===== src/rtl/cache_fill_ctrl.sv =====
// cache_fill_ctrl: services data- and instruction-cache misses by issuing a
// burst of word reads to main memory, steering the returned words into the
// owning cache, and writing that cache's tag once the block is complete.
// The data cache has fixed priority over the instruction cache. Blocks are
// 16-byte aligned (eight 16-bit words), so only address bits [3:1] vary.

module cache_fill_ctrl #(
   parameter int MEM_LATENCY = 4,   // nominal memory latency; informational only
   parameter int BLOCK_WORDS = 8    // 16-bit words per cache block
) (
   input  logic        clk,
   input  logic        rst,
   input  logic        d_miss,
   input  logic [15:0] d_miss_addr,
   input  logic        i_miss,
   input  logic [15:0] i_miss_addr,
   output logic        mem_enable,
   output logic [15:0] mem_addr,
   input  logic        mem_data_valid,
   input  logic [15:0] mem_data_in,
   output logic [15:0] fill_addr,
   output logic [15:0] fill_data,
   output logic        d_data_wr,
   output logic        i_data_wr,
   output logic        d_write_tag,
   output logic        i_write_tag,
   output logic        d_stall,
   output logic        i_stall,
   output logic        busy
);

   typedef enum logic [1:0] {
      IDLE = 2'd0,
      FILL = 2'd1,
      WTAG = 2'd2
   } state_t;

   localparam logic OWNER_D = 1'b0;
   localparam logic OWNER_I = 1'b1;

   // Counter limits sized to the 4-bit issue/receive counters.
   localparam logic [3:0] BLK_CNT  = 4'(BLOCK_WORDS);
   localparam logic [3:0] LAST_CNT = 4'(BLOCK_WORDS - 1);

   state_t      state_q,     state_d;
   logic        owner_q,     owner_d;
   logic [11:0] base_q,      base_d;       // block address bits [15:4]
   logic [3:0]  issue_cnt_q, issue_cnt_d;
   logic [3:0]  rcv_cnt_q,   rcv_cnt_d;

   logic        issuing;
   logic        accept;
   logic [2:0]  issue_idx;
   logic [2:0]  rcv_idx;

   // Latency is a property of the memory, not of this controller; the low
   // miss-address bits are masked off by block alignment.
   logic unused_inputs;
   assign unused_inputs = ^{d_miss_addr[3:0], i_miss_addr[3:0]} ^ (MEM_LATENCY > 0);

   // State register with synchronous active-high reset.
   // NOTE: sequential state uses non-blocking assignments so every flop samples
   // the pre-edge values regardless of statement order.
   always_ff @(posedge clk) begin
      if (rst) begin
         state_q     <= IDLE;
         owner_q     <= OWNER_D;
         base_q      <= '0;
         issue_cnt_q <= '0;
         rcv_cnt_q   <= '0;
      end else begin
         state_q     <= state_d;
         owner_q     <= owner_d;
         base_q      <= base_d;
         issue_cnt_q <= issue_cnt_d;
         rcv_cnt_q   <= rcv_cnt_d;
      end
   end

   // Read issue and word acceptance qualifiers; counters saturate at the block size.
   always_comb begin
      issuing   = (state_q == FILL) && (issue_cnt_q < BLK_CNT);
      accept    = (state_q == FILL) && mem_data_valid && (rcv_cnt_q < BLK_CNT);
      // Once all reads are issued the address holds on the last word.
      issue_idx = (issue_cnt_q < BLK_CNT) ? issue_cnt_q[2:0] : LAST_CNT[2:0];
      rcv_idx   = (rcv_cnt_q   < BLK_CNT) ? rcv_cnt_q[2:0]   : LAST_CNT[2:0];
   end

   // Next-state logic: grant in IDLE, count reads and returns in FILL, one tag cycle.
   always_comb begin
      // NOTE: every variable gets a default first so no path leaves it unassigned,
      // which would otherwise infer a latch.
      state_d     = state_q;
      owner_d     = owner_q;
      base_d      = base_q;
      issue_cnt_d = issue_cnt_q;
      rcv_cnt_d   = rcv_cnt_q;

      unique case (state_q)
         IDLE: begin
            if (d_miss) begin
               state_d     = FILL;
               owner_d     = OWNER_D;
               base_d      = d_miss_addr[15:4];
               issue_cnt_d = '0;
               rcv_cnt_d   = '0;
            end else if (i_miss) begin
               state_d     = FILL;
               owner_d     = OWNER_I;
               base_d      = i_miss_addr[15:4];
               issue_cnt_d = '0;
               rcv_cnt_d   = '0;
            end
         end
         FILL: begin
            if (issuing) begin
               issue_cnt_d = issue_cnt_q + 4'd1;
            end
            if (accept) begin
               rcv_cnt_d = rcv_cnt_q + 4'd1;
               if (rcv_cnt_q == LAST_CNT) begin
                  state_d = WTAG;
               end
            end
         end
         WTAG: begin
            state_d = IDLE;
         end
         default: begin
            state_d = IDLE;
         end
      endcase
   end

   // Output decode: strobes go only to the owning cache; stalls include the raw miss.
   always_comb begin
      busy        = (state_q != IDLE);
      mem_enable  = issuing;
      mem_addr    = {base_q, issue_idx, 1'b0};
      fill_addr   = {base_q, rcv_idx, 1'b0};
      fill_data   = mem_data_in;
      d_data_wr   = accept && (owner_q == OWNER_D);
      i_data_wr   = accept && (owner_q == OWNER_I);
      d_write_tag = (state_q == WTAG) && (owner_q == OWNER_D);
      i_write_tag = (state_q == WTAG) && (owner_q == OWNER_I);
      d_stall     = d_miss | (busy && (owner_q == OWNER_D));
      i_stall     = i_miss | (busy && (owner_q == OWNER_I));
   end

endmodule


===== config.mk =====
export PLATFORM = sky130hd
export DESIGN_NAME = cache_fill_ctrl
export DESIGN_NICKNAME = d
export VERILOG_FILES = /design/src/rtl/cache_fill_ctrl.sv
export SDC_FILE = /design/constraint.sdc
export NUM_CORES = 1
export LEC_CHECK = 0
export ABC_AREA = 1
export BUFFER_PORTS_ARGS = -buffer_cell sky130_fd_sc_hd__buf_4
export CAP_MARGIN = 20
export CELL_PAD_IN_SITES_DETAIL_PLACEMENT = 1
export CELL_PAD_IN_SITES_GLOBAL_PLACEMENT = 1
export CORE_UTILIZATION = 25
export DETAILED_ROUTE_END_ITERATION = 12
export GPL_TIMING_DRIVEN = 0
export PLACE_DENSITY = 0.9
export SYNTH_ARGS = -nofsm -noshare
export SYNTH_HDL_FRONTEND = slang
export SYNTH_SLANG_ARGS = --single-unit

===== constraint.sdc =====
create_clock -name clk -period 1.7 [get_ports clk]
set_clock_uncertainty 0.2 [all_clocks]
set_input_delay 0.085 -clock clk [delete_from_list [all_inputs] [get_ports clk]]
set_output_delay 0.085 -clock clk [all_outputs]
set_load 0.01 [all_outputs]

==> results of run 1 <==
tightest hold or removal path, delay by kind of cell:
kind            cells  cell delay (ns)
compound gates      1             0.08
buf+inv             1             0.08
simple gates        3             0.21
stage by stage:
step / area (um^2) / total power [W] / TNS [ns] / setup slack, ns / utilization [%]
2_1_floorplan: 1406 / 0.0009035 / 0 / 0.4627 / -
3_3_place_gp: 2110 / 0.001133 / 0 / 0.3187 / 40.03
3_5_place_dp: 2110 / 0.001154 / 0 / 0.2477 / 40.03
4_1_cts: 2349 / 0.001556 / 0 / 0.04168 / 44.56
5_1_grt: 2349 / 0.001641 / -0.003131 / -0.003131 / 44.56
6_report: 2349 / 0.001543 / 0 / 0.008034 / 44.56
layout make-up:
class | count | area share, %
repair buffers | 101 | 34.31
multi-input cells | 136 | 26.16
flip-flops and latches | 23 | 19.61
plain buffers | 36 | 11.24
well taps | 70 | 3.729
inverters | 18 | 2.877
clock buffers | 3 | 1.758
clock inverters | 1 | 0.3197
sequential cells by signal, indices dropped and copies added (netlist names):
name / count
rcv_cnt_q: 4
state_q: 2
base_q: 12
owner_q: 1
issue_cnt_q: 4
path summary, 6_finish.rpt:
| path | start | endpoint |
|---|---|---|
| setup / recovery | i_miss_addr[9] | base_q[5] |
| hold / removal | d_miss_addr[6] | base_q[2] |
| setup reg to reg | state_q[1] | base_q[6] |
| hold reg to reg | rcv_cnt_q[0] | rcv_cnt_q[0] |
what timing repair did:
item | 4_1_cts | 5_1_grt
resized for setup | 0 | 6
endpoints found under the hold margin | 12 | 0
hold buffers | 19 | 0
setup endpoints to repair | 0 | 6
cell usage in the layout, fill, tap and decap left out, types with 6 or more instances in the layout:
cell type	n
buf_4	113
a21oi_1	7
dfxtp_1	23
inv_1	16
nor2_1	30
dlygate4sd3_1	19
nand2_1	58
o21ai_0	11
o21ai_1	6
power breakdown:
group	total [W]	internal (W)	switching, W
sequential	0.000617	0.000580	0.0000371
clock	0.000356	0.000166	0.000190
combinational	0.000570	0.000314	0.000256
total	0.00154	0.00106	0.000483
cells by family (layout without fill, tap and decap cells):
family / count (synthesis) / after routing
AO/OA/AOI/OAI: 26 / 26
adder cells (fa/ha/maj): 2 / 2
buffers and inverters: 54 / 159
flip-flops: 23 / 23
other: 1 / 2
AND/OR/NAND/NOR: 106 / 106
per-layer routing:
| metal | GRT usage, % | share of wire [%] | wire, um |
|---|---|---|---|
| met5 | 0 | 0 | 0 |
| met4 | 5.577 | 1.5 | 70 |
| met1 | 16.01 | 39 | 1851 |
| met2 | 32.14 | 54 | 2565 |
| met3 | 3.095 | 5.8 | 274 |
==> reports/qor.csv, run 1 <==
stage,metric,value,unit
outcome,run status,finished clean,
finish,Storage cell area,460.4,um^2
sta,RSZ-0062 raised after global routing,yes,
floorplan,die footprint,5914,um^2
logic_synthesis,Post-synth top flop,dfxtp_1,
critical_path,Reg2Reg Setup Slack,0.22,ns
global_routing,vias in the first global route,1717,
logic_synthesis,Mapped Area,1403,um^2
cts,CTS Sinks,23,
cts,Clock Tree Root,clkbuf_8,
logic_synthesis,largest family of logic cells by synthesized area,simple AND/OR/NAND/NOR gates,
critical_path,CP required,1.67,ns
placed_design,DP Wirelength,3.590,mm
logic_synthesis,Synth top area share,32.83,%
cts,CTS H-tree lvls,1,
sta,Achievable Freq,591.0,MHz
placed_design,port buffer count,82,
logic_synthesis,"Async S/R FF share, synth",0,%
route,via count,1679,
global_routing,Overall Global Routing Usage,16.02,%
finish,"non-filler cells, final",388,
route,# DRC,0,
sta,fin. max-slew vios,0,
floorplan,Starting Density,26.61,%
critical_path,crit-path cells,"dlygate4sd3_1, buf_4, nand2_1, nand2_1, dlygate4sd3_1, o21ai_1, nor2_1",
placed_design,DP Cell Count,365,
logic_synthesis,sequential fraction of the synthesis area,32.83,%
finish,ant diodes,0,
critical_path,WP data arrival,1.66,ns
logic_synthesis,Post-Synth Adder-Cell Area,1.784,%
logic_synthesis,Synth Area in Compound Gates,9.545,%
finish,fill cell count,713,
finish,layout cells sized above 1,41.51,%
route,remaining antenna violation count,0,
flow_run,max cap viols,0,
critical_path,"delay-heaviest family, CP",buffers and inverters,
floorplan,die height,76.90,um
finish,Area Growth Syn to Fin,67.44,%
logic_synthesis,Synth Area per Inst,6.616,um^2
logic_synthesis,"count leader, synth",nand2_1,
pwr,Power Density,656.9,nW/um^2
logic_synthesis,Yosys reg bits,23,
logic_synthesis,post-synthesis cell count,212,
placed_design,GPL Wtd Cong,0.7543,
critical_path,"slowest stage delay, CP",0.56,ns
pwr,Worst VDD drop,0.2809,mV
cts,Max clock buf depth,2,
global_routing,initial antenna violation count,0,
floorplan,core footprint,5270,um^2
critical_path,Buf/Inv on CP,3,
sta,final period utilization,99.53,%
sta,Final Critical Period,1.692,ns
logic_synthesis,yosys warns,0,
logic_synthesis,Yosys top cell by area,dfxtp_1,
sta,Final Hold Vio Count,0,
critical_path,CP Launch Type,input port,
cts,Worst-Skew Late Latency,0.27,ns
floorplan,FP Rows,26,
finish,area of the multi-input gates,614.3,um^2
finish,nets@finish,374,
cts,# Post-CTS Setup Buffers,0,
global_routing,GRT overflow,0,
cts,CTS tree,yes,
sta,Final setup viols,0,
logic_synthesis,post-synth cell types,24,
route,initial DRC count,42,
worst_hold_path,Hold Path Depth,5,
route,wire length per cell,12.27,um
cts,CTS Buf Count,3,
critical_path,Worst path depth,7,
cts,Clock Pin Slew Worst Setup and Hold Paths,0.09,ns
worst_hold_path,HP Class,in2reg,
logic_synthesis,Post-synth EDFFs,0,
global_routing,pin count of the biggest net entering global routing,15,
pwr,Leak Pwr,1.282,nW
route,DRT Pass-1 Iters,4,
global_routing,first-pass GRT wire length,7.638,mm
logic_synthesis,mux share of post-synthesis cell area,0,%
logic_synthesis,most common library cells after synthesis,"nand2_1, buf_4, nor2_1",
critical_path,Crit Path Category,in2reg,
logic_synthesis,Simple-Gate Fraction of Synth Area,31.94,%
critical_path,maximum fanout along the worst path,1,
critical_path,CP max stage cell,dlygate4sd3_1,
floorplan,Die Span X,76.90,um
sta,Hold Slack,0.01272,ns
floorplan,# IOs,109,
critical_path,R2R depth,5,
route,Via density,4.327,
route,total wire length,4.761,mm
logic_synthesis,XOR/XNOR share of the synthesized area,0,%
critical_path,CP Capture Type,flip-flop,
logic_synthesis,synth top area cells,"dfxtp_1, buf_4, nand2_1, nor2_1, o21ai_0",
No activity file was read; power rests on OpenSTA's default activity.
==> inputs of run 2 (changes only) <==
Settings changed: CORE_UTILIZATION 25 to 26, CTS_BUF_LIST set to sky130_fd_sc_hd__clkbuf_4, PLACE_DENSITY 0.9 to 0.92.
==> run 2 against run 1 <==
Against the previous run:
- final cell count grew 2.1%
- worst setup slack better by 0.026 ns
- sequential power about the same
- largest cell class unchanged
==> reports/qor.csv, run 2 (synthesis results as in run 1) <==
stage,metric,value,unit,change
outcome,run status,finished clean,,
flow_run,max cap viols,0,,unchanged
critical_path,maximum fanout along the worst path,1,,unchanged
sta,RSZ-0062 raised after global routing,no,,
pwr,sequential cell fraction of total power,42.0,%,+2.0 points
finish,most frequent cells in the layout,"buf_4, nand2_1, nor2_1",,
critical_path,Crit Path Category,in2reg,,
critical_path,CP max stage cell,dlygate4sd3_1,,
floorplan,# IOs,109,,unchanged
floorplan,die footprint,5692,um^2,-3.7%
global_routing,pin count of the biggest net entering global routing,14,,-1
route,via count,1719,,+2.4%
pwr,Power Density,609.7,nW/um^2,-7.2%
route,Via density,4.341,,+0.31%
pwr,Leak Pwr,1.311,nW,+2.3%
sta,Final Hold Vio Count,0,,unchanged
critical_path,CP Launch Type,input port,,
floorplan,Die Span X,75.45,um,-1.9%
finish,"most common cell after layout, fill and taps aside",buf_4,,
finish,fill cell count,710,,-0.42%
placed_design,port buffer count,82,,unchanged
pwr,Worst VDD drop,0.2830,mV,+0.75%
cts,Clock Pin Slew Worst Setup and Hold Paths,0.14,ns,+0.05 ns
placed_design,DP Cell Count,365,,unchanged
finish,Largest regs,"base_q x12, issue_cnt_q x4, rcv_cnt_q x4",,
pwr,sw power,0.0004762,W,-1.4%
critical_path,CP Capture Type,flip-flop,,
cts,Clock Tree Root,clkbuf_4,,
floorplan,FP Rows,26,,unchanged
global_routing,Overall Global Routing Usage,16.96,%,+0.94 points
cts,Max clock buf depth,2,,unchanged
global_routing,GRT overflow,0,,unchanged
placed_design,DP Wirelength,3.407,mm,-5.1%
sta,final period utilization,97.99,%,-1.5 points
sta,fin. max-slew vios,0,,unchanged
cts,CTS Buf Count,3,,unchanged
route,total wire length,4.877,mm,+2.4%
global_routing,first-pass GRT wire length,7.265,mm,-4.9%
worst_hold_path,HP Class,in2reg,,
route,wire length per cell,12.32,um,+0.37%
route,DRT Pass-1 Iters,4,,unchanged
global_routing,vias in the first global route,1563,,-9.0%
floorplan,die height,75.45,um,-1.9%
finish,ant diodes,0,,unchanged
sta,Final setup viols,0,,unchanged
finish,layout cells sized above 1,41.10,%,-0.41 points
cts,CTS tree,yes,,
global_routing,initial antenna violation count,0,,unchanged
finish,nets@finish,382,,+2.1%
placed_design,Placed Area,2110,um^2,unchanged
cts,CTS Sinks,23,,unchanged
floorplan,core footprint,5140,um^2,-2.5%
critical_path,"slowest stage delay, CP",0.54,ns,-0.02 ns
sta,Achievable Freq,600.3,MHz,+1.6%
route,initial DRC count,35,,-17%
floorplan,Starting Density,27.29,%,+0.67 points
finish,"non-filler cells, final",396,,+2.1%
critical_path,CP required,1.72,ns,+0.05 ns
pwr,Int Pwr,0.0009954,W,-6.1%
critical_path,crit-path cells,"dlygate4sd3_1, buf_4, nand2_1, nand2_1, dlygate4sd3_1, o21ai_0, nor2_1",,
finish,Largest register FFs,12,,unchanged
critical_path,"delay-heaviest family, CP",buffers and inverters,,
route,# DRC,0,,unchanged
critical_path,WP data arrival,1.69,ns,+0.03 ns
sta,total negative slack,0,ns,unchanged
pwr,share of power burned in the clock network,18.3,%,-4.8 points
finish,final cell area excluding filler cells,2414,um^2,+2.8%
cts,Worst-Skew Late Latency,0.32,ns,+0.05 ns
finish,Area Growth Syn to Fin,72.08,%,
sta,Final Critical Period,1.666,ns,-0.02612 ns
pwr,Sw Share,32.36,%,+1.0 points
cts,CTS H-tree lvls,1,,unchanged
pwr,Gate power share,39.7,%,+2.7 points
route,remaining antenna violation count,0,,unchanged
placed_design,GPL Wtd Cong,0.8235,,+9.2%
finish,"Most flops, register",base_q,,
finish,post-layout util,46.96,%,+2.4 points
critical_path,Buf/Inv on CP,3,,unchanged
[run 2: cell types whose count changed in the layout (fill, tap and decap cells not counted)]
| cell | previous run | this run |
|---|---|---|
| clkinv_2 | 0 | 1 |
| clkbuf_8 | 3 | 0 |
| o21ai_1 | 6 | 0 |
| dfxtp_4 | 0 | 1 |
| nor2_1 | 30 | 29 |
| dlygate4sd3_1 | 19 | 27 |
| o21ai_0 | 11 | 17 |
| clkinvlp_4 | 1 | 0 |
| nor2_2 | 1 | 2 |
| clkbuf_4 | 0 | 3 |
| dfxtp_1 | 23 | 22 |
[run 2: what timing repair did]
item                                   in CTS  in global routing
endpoints found under the hold margin      15                  0
gates resized for setup                     1                  2
hold buffers                               27                  0
setup endpoints to repair                   1                  2
setup buffers                               0                  0
[run 2: worst register-to-register path: stages (launching register included)]
cell and delay (ns):
dfxtp_1 0.38, nor2_2 0.20, nand2_2 0.10, clkbuf_2 0.20, o21ai_0 0.22, nor2_1 0.06
[run 2: cell type report]
cell class              count  area [um^2]  share of cell area, %
multi-input cells         136        616.8                  25.56
clock buffers               3        22.52                 0.9331
well taps                  70        87.58                  3.629
repair buffers            109        885.9                  36.70
flip-flops and latches     23        464.2                  19.23
clock inverters             1        5.005                 0.2074
inverters                  18        67.56                  2.799
plain buffers              36        264.0                  10.94
[run 2: through the flow]
step | hold WS (ns) | power (W) | worst slack, ns
4_1_cts | 0.06651 | 0.001474 | 0.01345
3_5_place_dp | 0.07725 | 0.001150 | 0.2677
2_1_floorplan | -0.04593 | 0.0009035 | 0.4627
3_3_place_gp | 0.07912 | 0.001133 | 0.3260
5_1_grt | 0.08840 | 0.001566 | 0.005841
6_report | 0.06483 | 0.001472 | 0.03415
[run 2: routing by layer]
metal | wire, um | vias to the layer above | part of all wire, % | track usage (%)
met1 | 1914 | 799 | 39 | 19.05
met5 | 0 | - | 0 | 0
met3 | 250 | 4 | 5.1 | 1.720
met4 | 61 | 0 | 1.3 | 6.379
met2 | 2650 | 67 | 54 | 32.74
li1 | - | 849 | - | -
[run 2: path summary, 6_finish.rpt]
| kind | from | slack (ns) | depth (start not counted) | endpoint |
|---|---|---|---|---|
| worst max-delay path | i_miss_addr[11] | 0.03 | 7 | base_q[7] |
| worst min-delay path | i_miss | 0.06 | 7 | base_q[1] |
| worst max register to register | state_q[1] | 0.24 | 5 | base_q[7] |
| worst min register to register | rcv_cnt_q[0] | 0.32 | 1 | rcv_cnt_q[0] |
[run 2: power groups by stage]
stage / Clock [W] / Combinational [W] / Sequential, W
4_1_cts: 0.000276 / 0.000579 / 0.000619
6_report: 0.000269 / 0.000584 / 0.000619
2_1_floorplan: 0 / 0.000269 / 0.000635
3_5_place_dp: 0 / 0.000520 / 0.000630
3_3_place_gp: 0 / 0.000505 / 0.000627
5_1_grt: 0.000304 / 0.000637 / 0.000626
